## config.mk

```make
export PLATFORM = sky130hd
export DESIGN_NAME = median_partition_reader
export DESIGN_NICKNAME = d
export VERILOG_FILES = /design/src/rtl/median_partition_reader.sv
export SDC_FILE = /design/constraint.sdc
export NUM_CORES = 1
export LEC_CHECK = 0
export BUFFER_PORTS_ARGS = -buffer_cell sky130_fd_sc_hd__buf_2
export CORE_UTILIZATION = 40
export DETAILED_ROUTE_END_ITERATION = 10
export SYNTH_ARGS = -nofsm -noshare
export SYNTH_HDL_FRONTEND = slang
export SYNTH_SLANG_ARGS = --single-unit
```

## constraint.sdc

```tcl
create_clock -name clock -period 3.2 [get_ports clock]
set_input_delay 0.32 -clock clock [delete_from_list [all_inputs] [get_ports clock]]
set_output_delay 0.32 -clock clock [all_outputs]
set_load 0.005 [all_outputs]
```

## src/rtl/median_partition_reader.sv

```systemverilog
// median_partition_reader
//   Consumer end of the fill_and_check token interface. Pops one header
//   (pivot, buff_size, median_pos, second_median_value) from four FWFT FIFOs,
//   then pops buff_size pixels. It counts the pixels below and equal to the
//   pivot, classifies where the median rank falls, and pushes one result word
//   to the downstream FIFO.
//
// Optional feature: define MEDIAN_AVG_EN to enable median averaging. When an
//   even-size buffer has its median rank at the top of the pivot-equal run,
//   out_median becomes round-half-up((pivot + second_median_value) / 2).
//   When the macro is undefined, out_median is always the pivot.
//
// Ports
//   clock, reset               rising-edge clock, synchronous active-low reset
//   in_px / _rd / _empty       pixel stream
//   in_pivot / _rd / _empty    pivot token
//   in_buff_size / ...         pixel count of the buffer
//   in_median_pos / ...        0-based median rank
//   in_second_median_value/... partner value for even-size buffers
//   out_region                 0=LOW 1=FOUND 2=HIGH 3=ERR
//   out_cnt_lt, out_cnt_eq     pixels below / equal to the pivot
//   out_median                 median value (meaningful when FOUND)
//   out_result_wr / _full      result push / downstream full
module median_partition_reader #(
  parameter int unsigned BUFF_SIZE_BIT = 16
) (
  input  logic                     clock,
  input  logic                     reset,
  input  logic [7:0]               in_px,
  output logic                     in_px_rd,
  input  logic                     in_px_empty,
  input  logic [7:0]               in_pivot,
  output logic                     in_pivot_rd,
  input  logic                     in_pivot_empty,
  input  logic [BUFF_SIZE_BIT-1:0] in_buff_size,
  output logic                     in_buff_size_rd,
  input  logic                     in_buff_size_empty,
  input  logic [BUFF_SIZE_BIT-1:0] in_median_pos,
  output logic                     in_median_pos_rd,
  input  logic                     in_median_pos_empty,
  input  logic [7:0]               in_second_median_value,
  output logic                     in_second_median_value_rd,
  input  logic                     in_second_median_value_empty,
  output logic [1:0]               out_region,
  output logic [BUFF_SIZE_BIT-1:0] out_cnt_lt,
  output logic [BUFF_SIZE_BIT-1:0] out_cnt_eq,
  output logic [7:0]               out_median,
  output logic                     out_result_wr,
  input  logic                     out_result_full
);

  typedef enum logic [2:0] {S_IDLE, S_LOAD, S_COUNT, S_DECIDE, S_OUT} state_e;
  typedef enum logic [1:0] {
    R_LOW   = 2'd0,
    R_FOUND = 2'd1,
    R_HIGH  = 2'd2,
    R_ERR   = 2'd3
  } region_e;

  localparam logic [BUFF_SIZE_BIT-1:0] ONE = {{(BUFF_SIZE_BIT-1){1'b0}}, 1'b1};

  state_e                   state_q, state_d;
  region_e                  region_q, region_d;
  logic [7:0]               pivot_q, pivot_d;
  logic [7:0]               median_q, median_d;
  logic [BUFF_SIZE_BIT-1:0] size_q, size_d;
  logic [BUFF_SIZE_BIT-1:0] pos_q, pos_d;
  logic [BUFF_SIZE_BIT-1:0] lt_q, lt_d;
  logic [BUFF_SIZE_BIT-1:0] eq_q, eq_d;
  logic [BUFF_SIZE_BIT-1:0] pix_q, pix_d;
  logic                     hdr_rd, px_rd, res_wr;
  logic                     hdr_avail;
  // One bit wider than the counters so lt+eq never wraps.
  logic [BUFF_SIZE_BIT:0]   lt_plus_eq;

`ifdef MEDIAN_AVG_EN
  logic [7:0] second_q, second_d;
  logic [8:0] avg_sum;
  assign avg_sum = {1'b0, pivot_q} + {1'b0, second_q} + 9'd1;
`else
  // The partner value is still popped to keep the streams aligned.
  logic unused_second_value;
  assign unused_second_value = ^in_second_median_value;
`endif

  // Pops are gated by reset so nothing is consumed while reset is held.
  assign hdr_avail  = reset & ~in_pivot_empty & ~in_buff_size_empty &
                      ~in_median_pos_empty & ~in_second_median_value_empty;
  assign lt_plus_eq = {1'b0, lt_q} + {1'b0, eq_q};

  always_comb begin
    state_d  = state_q;
    region_d = region_q;
    pivot_d  = pivot_q;
    median_d = median_q;
    size_d   = size_q;
    pos_d    = pos_q;
    lt_d     = lt_q;
    eq_d     = eq_q;
    pix_d    = pix_q;
`ifdef MEDIAN_AVG_EN
    second_d = second_q;
`endif
    hdr_rd   = 1'b0;
    px_rd    = 1'b0;
    res_wr   = 1'b0;
    case (state_q)
      S_IDLE: begin
        if (hdr_avail) begin
          hdr_rd  = 1'b1;
          pivot_d = in_pivot;
          size_d  = in_buff_size;
          pos_d   = in_median_pos;
`ifdef MEDIAN_AVG_EN
          second_d = in_second_median_value;
`endif
          lt_d    = '0;
          eq_d    = '0;
          pix_d   = '0;
          state_d = S_LOAD;
        end
      end
      // An empty buffer skips counting; DECIDE flags it as ERR.
      S_LOAD: state_d = (size_q == '0) ? S_DECIDE : S_COUNT;
      S_COUNT: begin
        px_rd = reset & ~in_px_empty;
        if (px_rd) begin
          if (in_px < pivot_q)  lt_d = lt_q + ONE;
          if (in_px == pivot_q) eq_d = eq_q + ONE;
          if (pix_q == size_q - ONE) state_d = S_DECIDE;
          else                       pix_d   = pix_q + ONE;
        end
      end
      S_DECIDE: begin
        median_d = pivot_q;
        if (size_q == '0 || pos_q >= size_q) region_d = R_ERR;
        else if (pos_q < lt_q)               region_d = R_LOW;
        else if ({1'b0, pos_q} < lt_plus_eq) region_d = R_FOUND;
        else                                 region_d = R_HIGH;
`ifdef MEDIAN_AVG_EN
        // Rank at the top of the equal run: the partner lies just above it.
        if (!size_q[0] && region_d == R_FOUND &&
            {1'b0, pos_q} == lt_plus_eq - {{BUFF_SIZE_BIT{1'b0}}, 1'b1})
          median_d = avg_sum[8:1];
`endif
        state_d = S_OUT;
      end
      S_OUT: begin
        res_wr = reset & ~out_result_full;
        if (res_wr) state_d = S_IDLE;
      end
      default: state_d = S_IDLE;
    endcase
  end

  always_ff @(posedge clock) begin
    if (!reset) begin
      state_q  <= S_IDLE;
      region_q <= R_LOW;
      pivot_q  <= '0;
      median_q <= '0;
      size_q   <= '0;
      pos_q    <= '0;
      lt_q     <= '0;
      eq_q     <= '0;
      pix_q    <= '0;
`ifdef MEDIAN_AVG_EN
      second_q <= '0;
`endif
    end else begin
      state_q  <= state_d;
      region_q <= region_d;
      pivot_q  <= pivot_d;
      median_q <= median_d;
      size_q   <= size_d;
      pos_q    <= pos_d;
      lt_q     <= lt_d;
      eq_q     <= eq_d;
      pix_q    <= pix_d;
`ifdef MEDIAN_AVG_EN
      second_q <= second_d;
`endif
    end
  end

  assign in_px_rd                  = px_rd;
  assign in_pivot_rd               = hdr_rd;
  assign in_buff_size_rd           = hdr_rd;
  assign in_median_pos_rd          = hdr_rd;
  assign in_second_median_value_rd = hdr_rd;
  assign out_result_wr             = res_wr;
  assign out_region                = region_q;
  assign out_cnt_lt                = lt_q;
  assign out_cnt_eq                = eq_q;
  assign out_median                = median_q;

endmodule

```

==> metrics.md, run 1 <==
| Metric | Value |
|---|---|
| Run status | finished with violations |
| Violated checks | setup timing |
| Combined area of the multi-input logic cells | about 0.0044 mm^2 |
| Period utilization | 106% |
| Port buffer count | 103 |
| Final ANT Viol Nets | 0 |
| Clock Sinks | approximately 100 |
| Leakage | around 3.6 nW |
| TritonCTS clock tree | done |
| Worst-Margin Slew | about 0.75 ns |
| Final setup margin | -0.197 ns |
| Vias per cell | between 5 and 6 |
| Post-synth EDFFs | 0 |
| Maxcap violations | 0 |
| Syn_nets | about 980 |
| CP Capture Type | flop |
| Post-synth cell types | 61 |
| Largest net degree at the start of global routing | 45 |
| Final core utilization | 49.3% |
| Clock slew at reported path FFs | 0.08 ns |
| P&R area growth vs syn | 20.4% |
| Combinational power share | between 8 and 9% |
| Post-synthesis cell count | ~840 |
| Synth Cell Area | slightly below 0.007 mm^2 |
| Global placer's final weighted congestion | between 0.8 and 0.9 |
| Switching Share | between 20 and 30% |
| Final std cells w/o fill | 1190 |
| Net Switching | about 0.68 mW |
| Avg WL per Cell | 14.7 um |
| Die area | roughly 0.018 mm^2 |
| GRT Total Usage | between 20% and 30% |
| Avg Inst Size Synth | roughly 8 um^2 |
| Worst hold path type | in2reg |
| Antenna violations before repair | 0 |
| CP Max Fanout | 3 |
| Num ports | 112 |
| Filler Cell Count | 1678 |
| Sequential Power Share | 47.5% |
| Asr flop ratio synth | 0% |
| Final count of pins violating max slew | 0 |
| Area contributors post-synth | dfxtp_1, ha_1, nand2_1, a21boi_0, xor2_1 |
| Placed insts | 1172 |
| Die H | between 100 and 150 um |
| First-pass GRT wire length | 28.8 mm |
| TritonCTS buffer count | 9 |
| Clock Tree Buf Depth | 2 |
| Setup-failing EPs final | 2 |
| HPWL Detailed | 13.6 mm |
| Final hold vios | 0 |
| Register area | 0.00203 mm^2 |
| Clk root buf | clkbuf_16 |
| H-tree levels | 3 |
| WP data required | 3.45 ns |
| Core area | around 0.017 mm^2 |
| Setup tns final | -0.331 ns |
| Startpoint type of the worst setup path | flop |
| Fraction of layout cells with a size suffix above 1 | approximately 21% |
| Crit path kind | reg2reg |
| Leading area contributor after synthesis | dfxtp_1 |
| WL final | ~17 mm |
| Minimum clock period | between 3 and 4 ns |
| Initial DRC count | around 360 |
| Initial Util | 40.9% |
| Peak supply drop | approximately 0.26 mV |
| Seq/Total Area, Yosys | 29.8% |
| Slew headroom | about 50% |
| Clock skew | approximately 0.0080 ns |
| Vias post-DR | 6129 |
| Power per standard cell area | 328 mW/mm^2 |
| # DRC | 0 |
| RSZ-0062 raised after global routing | yes |
| Commonest register cell after synthesis | dfxtp_1 |
| Clk Latency, worst-skew pair | ~0.36 ns |
| Net count reported at finish | 1103 |
| Yosys reg bits | just over 100 |
| Die X-Extent | 132 um |
| Clk pwr share | approximately 44% |
| Synthesis warning total | 0 |
| Total Power | around 2.7 mW |
| Worst Path Arrival | ~3.7 ns |
| Number of core rows | 47 |
| Area share of the largest cell type after synthesis | 29.8% |
| Vias in the first global route | between 5000 and 6000 |
| Internal cell power | 2.00 mW |
| Grt total ovfl | 0 |
| Pre-antenna DRT Iters | 5 |
| Fmax | between 200 and 300 MHz |
-- synth_stat cells (all sizes together) (13+ instances only) --
library cell and count:
nand2 129, dfxtp 101, ha 74, inv 49, nor2 46, a21oi 43, a21boi 42, o21ai 31
xor2 31, clkbuf 27, a21o 20, nand3 19, and3 17, or3 17, xnor2 17, or4 16
o211ai 15, nand2b 14, nor2b 14, nand4 13
-- cell type report --
cell class / instances / share of cell area (%)
inverters: 49 / 2.25
flip-flops and latches: 101 / 24.8
repair buffers: 155 / 11.3
clock inverters: 7 / 1.09
clock buffers: 9 / 2.76
multi-input cells: 648 / 54.4
diodes: 1 / 0.0306
well taps: 220 / 3.37
-- cell usage in the layout, fill, tap and decap left out, types with 5 or more instances in the layout --
master / synthesis / final
a21boi_0: 42 / 42
a21o_1: 20 / 20
a21oi_1: 42 / 39
and3_1: 17 / 17
and4_1: 5 / 5
buf_2: 4 / 103
buf_4: 4 / 50
clkbuf_16: 0 / 9
dfxtp_1: 101 / 97
ha_1: 74 / 73
inv_1: 48 / 48
mux2i_1: 7 / 7
nand2_1: 129 / 129
nand2b_1: 14 / 14
nand3_1: 19 / 19
nand4_1: 13 / 13
nor2_1: 46 / 46
nor2b_1: 14 / 14
nor3_1: 11 / 11
nor4_1: 7 / 7
o211ai_1: 15 / 15
o21a_1: 5 / 5
o21ai_0: 30 / 25
o21ai_1: 0 / 5
or3_1: 17 / 17
or4_1: 15 / 15
xnor2_1: 17 / 17
xor2_1: 31 / 31
-- worst paths after layout --
kind         cells after the start  slack [ns]           from            end
max                             16       -0.20  out_cnt_lt[0]  out_region[1]
min                              3        0.20    in_pivot[4]     pivot_q[4]
max reg2reg                     16       -0.20  out_cnt_lt[0]  out_region[1]
min reg2reg                      2        0.47     pivot_q[4]     pivot_q[4]
-- routing by layer --
| layer | up-vias | wire length (um) | track usage, % |
|---|---|---|---|
| met5 | - | 0 | 0 |
| met4 | 0 | 260 | 6.58 |
| met3 | 18 | 632 | 3.50 |
| met2 | 104 | 7700 | 32.3 |
| met1 | 2792 | 8860 | 28.6 |
| li1 | 3215 | - | - |
-- power by group through the flow --
stage | sequential, mW | clock [mW] | combinational [mW]
2_1_floorplan | 1.30 | 0 | 0.138
3_3_place_gp | 1.30 | 0 | 0.216
3_5_place_dp | 1.30 | 0 | 0.219
4_1_cts | 1.27 | 1.21 | 0.225
5_1_grt | 1.28 | 1.26 | 0.249
6_report | 1.27 | 1.19 | 0.224
-- what timing repair did --
| item | in CTS | in global routing |
|---|---|---|
| buffers inserted | 1 | 0 |
| hold buffers | 0 | 0 |
| resized for setup | 5 | 5 |
| pin swaps | 14 | 10 |
| endpoints found under the setup margin | 2 | 2 |
-- logic make-up after synthesis --
family	after synthesis	synth area share, %
XOR/XNOR	48	6.19
AO/OA/AOI/OAI	192	19.1
multiplexers	7	1.03
flip-flops	101	29.8
buffers and inverters	87	5.49
adder cells (fa/ha/maj)	75	13.9
AND/OR/NAND/NOR	326	24.5
-- worst max-delay path, cell delays in order, from the launching register on --
cell      delay, ns
dfxtp_4        0.35
ha_4           0.16
fa_2           0.34
a21o_1         0.17
a21oi_2        0.17
o21bai_1       0.10
a21oi_1        0.17
xor2_1         0.17
ha_1           0.26
a21o_1         0.16
a21o_1         0.15
a21o_1         0.16
a221oi_2       0.20
o21ai_1        0.11
a31o_2         0.22
a211o_1        0.25
and4_1         0.14
-- sequential cells by signal, indices dropped and copies added, names as in the netlist --
name	flops
pivot_q	8
pos_q	16
pix_q	16
out_median	8
out_region	2
state_q	3
out_cnt_lt	16
size_q	16
out_cnt_eq	16
-- per-stage QoR --
stage / hold slack (ns) / setup slack, ns / instance area [um^2]
after floorplan: 0.443 / -0.0873 / 6820
after detailed placement: 0.458 / -0.269 / 7820
after CTS: 0.192 / -0.262 / 8160
after global routing: 0.203 / -0.404 / 8170
final: 0.202 / -0.197 / 8170
after global placement: 0.452 / -0.269 / 7820
(Power assumes the default switching activity.)
==> run 2, diff against run 1 <==
--- a/config.mk
+++ b/config.mk
@@ -8,6 +8,7 @@
 export BUFFER_PORTS_ARGS = -buffer_cell sky130_fd_sc_hd__buf_2
 export CORE_UTILIZATION = 40
 export DETAILED_ROUTE_END_ITERATION = 10
+export RECOVER_POWER = 25
 export SYNTH_ARGS = -nofsm -noshare
 export SYNTH_HDL_FRONTEND = slang
 export SYNTH_SLANG_ARGS = --single-unit
==> run 2 against run 1 <==
  * Critical path depth unchanged
  * The flow still finishes with violations (setup timing)
  * Critical path type unchanged
  * Power about the same
  * Sequential share of layout area up 0.17 points
  * Critical endpoint unchanged
  * Via count down 0.60%
==> metrics.md, run 2 (synthesized netlist as in run 1, its figures left out) <==
| Metric | Value |
|---|---|
| Period utilization | 107% |
| HPWL Detailed | roughly 14 mm |
| Crit path kind | reg2reg |
| Clk root buf | clkbuf_16 |
| Filler Cell Count | 1682 |
| Startpoint type of the worst setup path | flop |
| First-pass GRT wire length | about 29 mm |
| Grt total ovfl | 0 |
| CP Capture Type | flop |
| Combined area of the multi-input logic cells | 0.00445 mm^2 |
| Net count reported at finish | roughly 1100 |
| Register-to-register path setup slack | -0.21 ns |
| Vias post-DR | 6092 |
| Run status | finished with violations |
| Final hold vios | 0 |
| Core area | about 0.017 mm^2 |
| TritonCTS clock tree | done |
| P&R area growth vs syn | 19.4% |
| H-tree levels | 3 |
| GRT Total Usage | approximately a fifth |
| RSZ-0062 raised after global routing | yes |
| Slew headroom | between 40% and 50% |
| Clock Tree Buf Depth | 2 |
| Minimum clock period | around 3.4 ns |
| Initial DRC count | between 300 and 400 |
| Hold_ws | approximately 0.2 ns |
| Vias per cell | around 5.1 |
| Violated checks | setup timing |
| WP data required | approximately 3.5 ns |
| Worst hold path type | in2reg |
| Avg WL per Cell | roughly 15 um |
| Antenna violations before repair | 0 |
| Worst-Margin Slew | 0.761 ns |
| Clock Sinks | a little over 100 |
| Final setup margin | -0.211 ns |
| Power per standard cell area | 331 mW/mm^2 |
| Port buffer count | 103 |
| WL final | 17.4 mm |
| Die area | roughly 0.018 mm^2 |
| Vias in the first global route | just under 6000 |
| Worst Path Arrival | roughly 3.7 ns |
| Setup tns final | -0.358 ns |
| # DRC | 0 |
| CTS Hold Bufs | 0 |
| Num ports | approximately 110 |
| Most frequent cells in the layout | nand2_1, dfxtp_1, buf_2 |
| Die X-Extent | around 130 um |
| Final count of pins violating max slew | 0 |
| Clock slew at reported path FFs | around 0.080 ns |
| # diodes | 0 |
| Leakage | ~3.5 nW |
| Pre-antenna DRT Iters | 5 |
| Clock skew | 0.00908 ns |
| Global placer's final weighted congestion | about 0.81 |
| Setup-failing EPs final | 2 |
| TritonCTS buffer count | 9 |
| Fraction of layout cells with a size suffix above 1 | 17.9% |
| Peak supply drop | between 0.2 and 0.3 mV |
| Fmax | 293 MHz |
| Commonest non-fill, non-tap cell in the layout | nand2_1 |
| Clk Latency, worst-skew pair | 0.36 ns |
| Final ANT Viol Nets | 0 |
| Maxcap violations | 0 |
| Register area | about 0.0020 mm^2 |
| Number of core rows | 47 |
| Die H | approximately 130 um |
| CP Max Fanout | 3 |
| Initial Util | around two fifths |
| Largest net degree at the start of global routing | 45 |
## run 2: report_power, final
part	switching (mW)	internal, mW	total, mW
registers	0.0108	1.26	1.27
logic	0.116	0.108	0.224
clock network	0.555	0.628	1.18
total	0.682	2.00	2.68
## run 2: what timing repair did
item | in CTS | in global routing
setup buffers | 1 | 0
pin swaps | 14 | 10
endpoints found under the hold margin | 0 | 0
setup endpoints to repair | 2 | 2
gates resized for setup | 5 | 5
## run 2: worst max-delay path, stage by stage, from the launching register on
cell and delay [ns]:
dfxtp_4 0.35, ha_4 0.16, fa_2 0.34, a21o_1 0.17, a21oi_2 0.18, o21bai_1 0.10
a21oi_1 0.17, xor2_1 0.17, ha_1 0.26, a21o_1 0.16, a21o_1 0.15, a21o_1 0.16
a221oi_2 0.20, o21ai_1 0.11, a31o_2 0.23, a211o_1 0.25, and4_1 0.14
## run 2: worst paths after layout
kind / start / endpoint / cells after the start
hold / removal: in_pivot[4] / pivot_q[4] / 3
hold reg to reg: pivot_q[4] / pivot_q[4] / 2
setup / recovery: out_cnt_lt[0] / out_region[1] / 16
setup reg to reg: out_cnt_lt[0] / out_region[1] / 16
## run 2: per-layer routing
layer / wire (um) / global-route usage [%] / up-vias
li1: - / - / 3215
met1: 8770 / 28.6 / 2763
met2: 7660 / 32.3 / 100
met3: 726 / 3.50 / 14
met4: 231 / 6.58 / 0
met5: 0 / 0 / -
## run 2: through the flow
step                      cell area, um^2  setup slack [ns]  total power [mW]  instances  util [%]
after detailed placement             7820            -0.269              1.52       1172      47.2
after CTS                            8160            -0.262              2.71       1189      49.2
after global placement               7820            -0.269              1.52       1172      47.2
final                                8110            -0.211              2.68       1189      48.9
after floorplan                      6820           -0.0873              1.44        836         -
after global routing                 8110            -0.404              2.78       1189      48.9
## run 2: cell type report
class / instances / area share, %
multi-input combinational: 648 / 54.8
tap: 220 / 3.40
timing repair buffer: 155 / 10.6
clock inverter: 7 / 1.10
inverter: 49 / 2.27
clock buffer: 9 / 2.78
sequential: 101 / 25.0
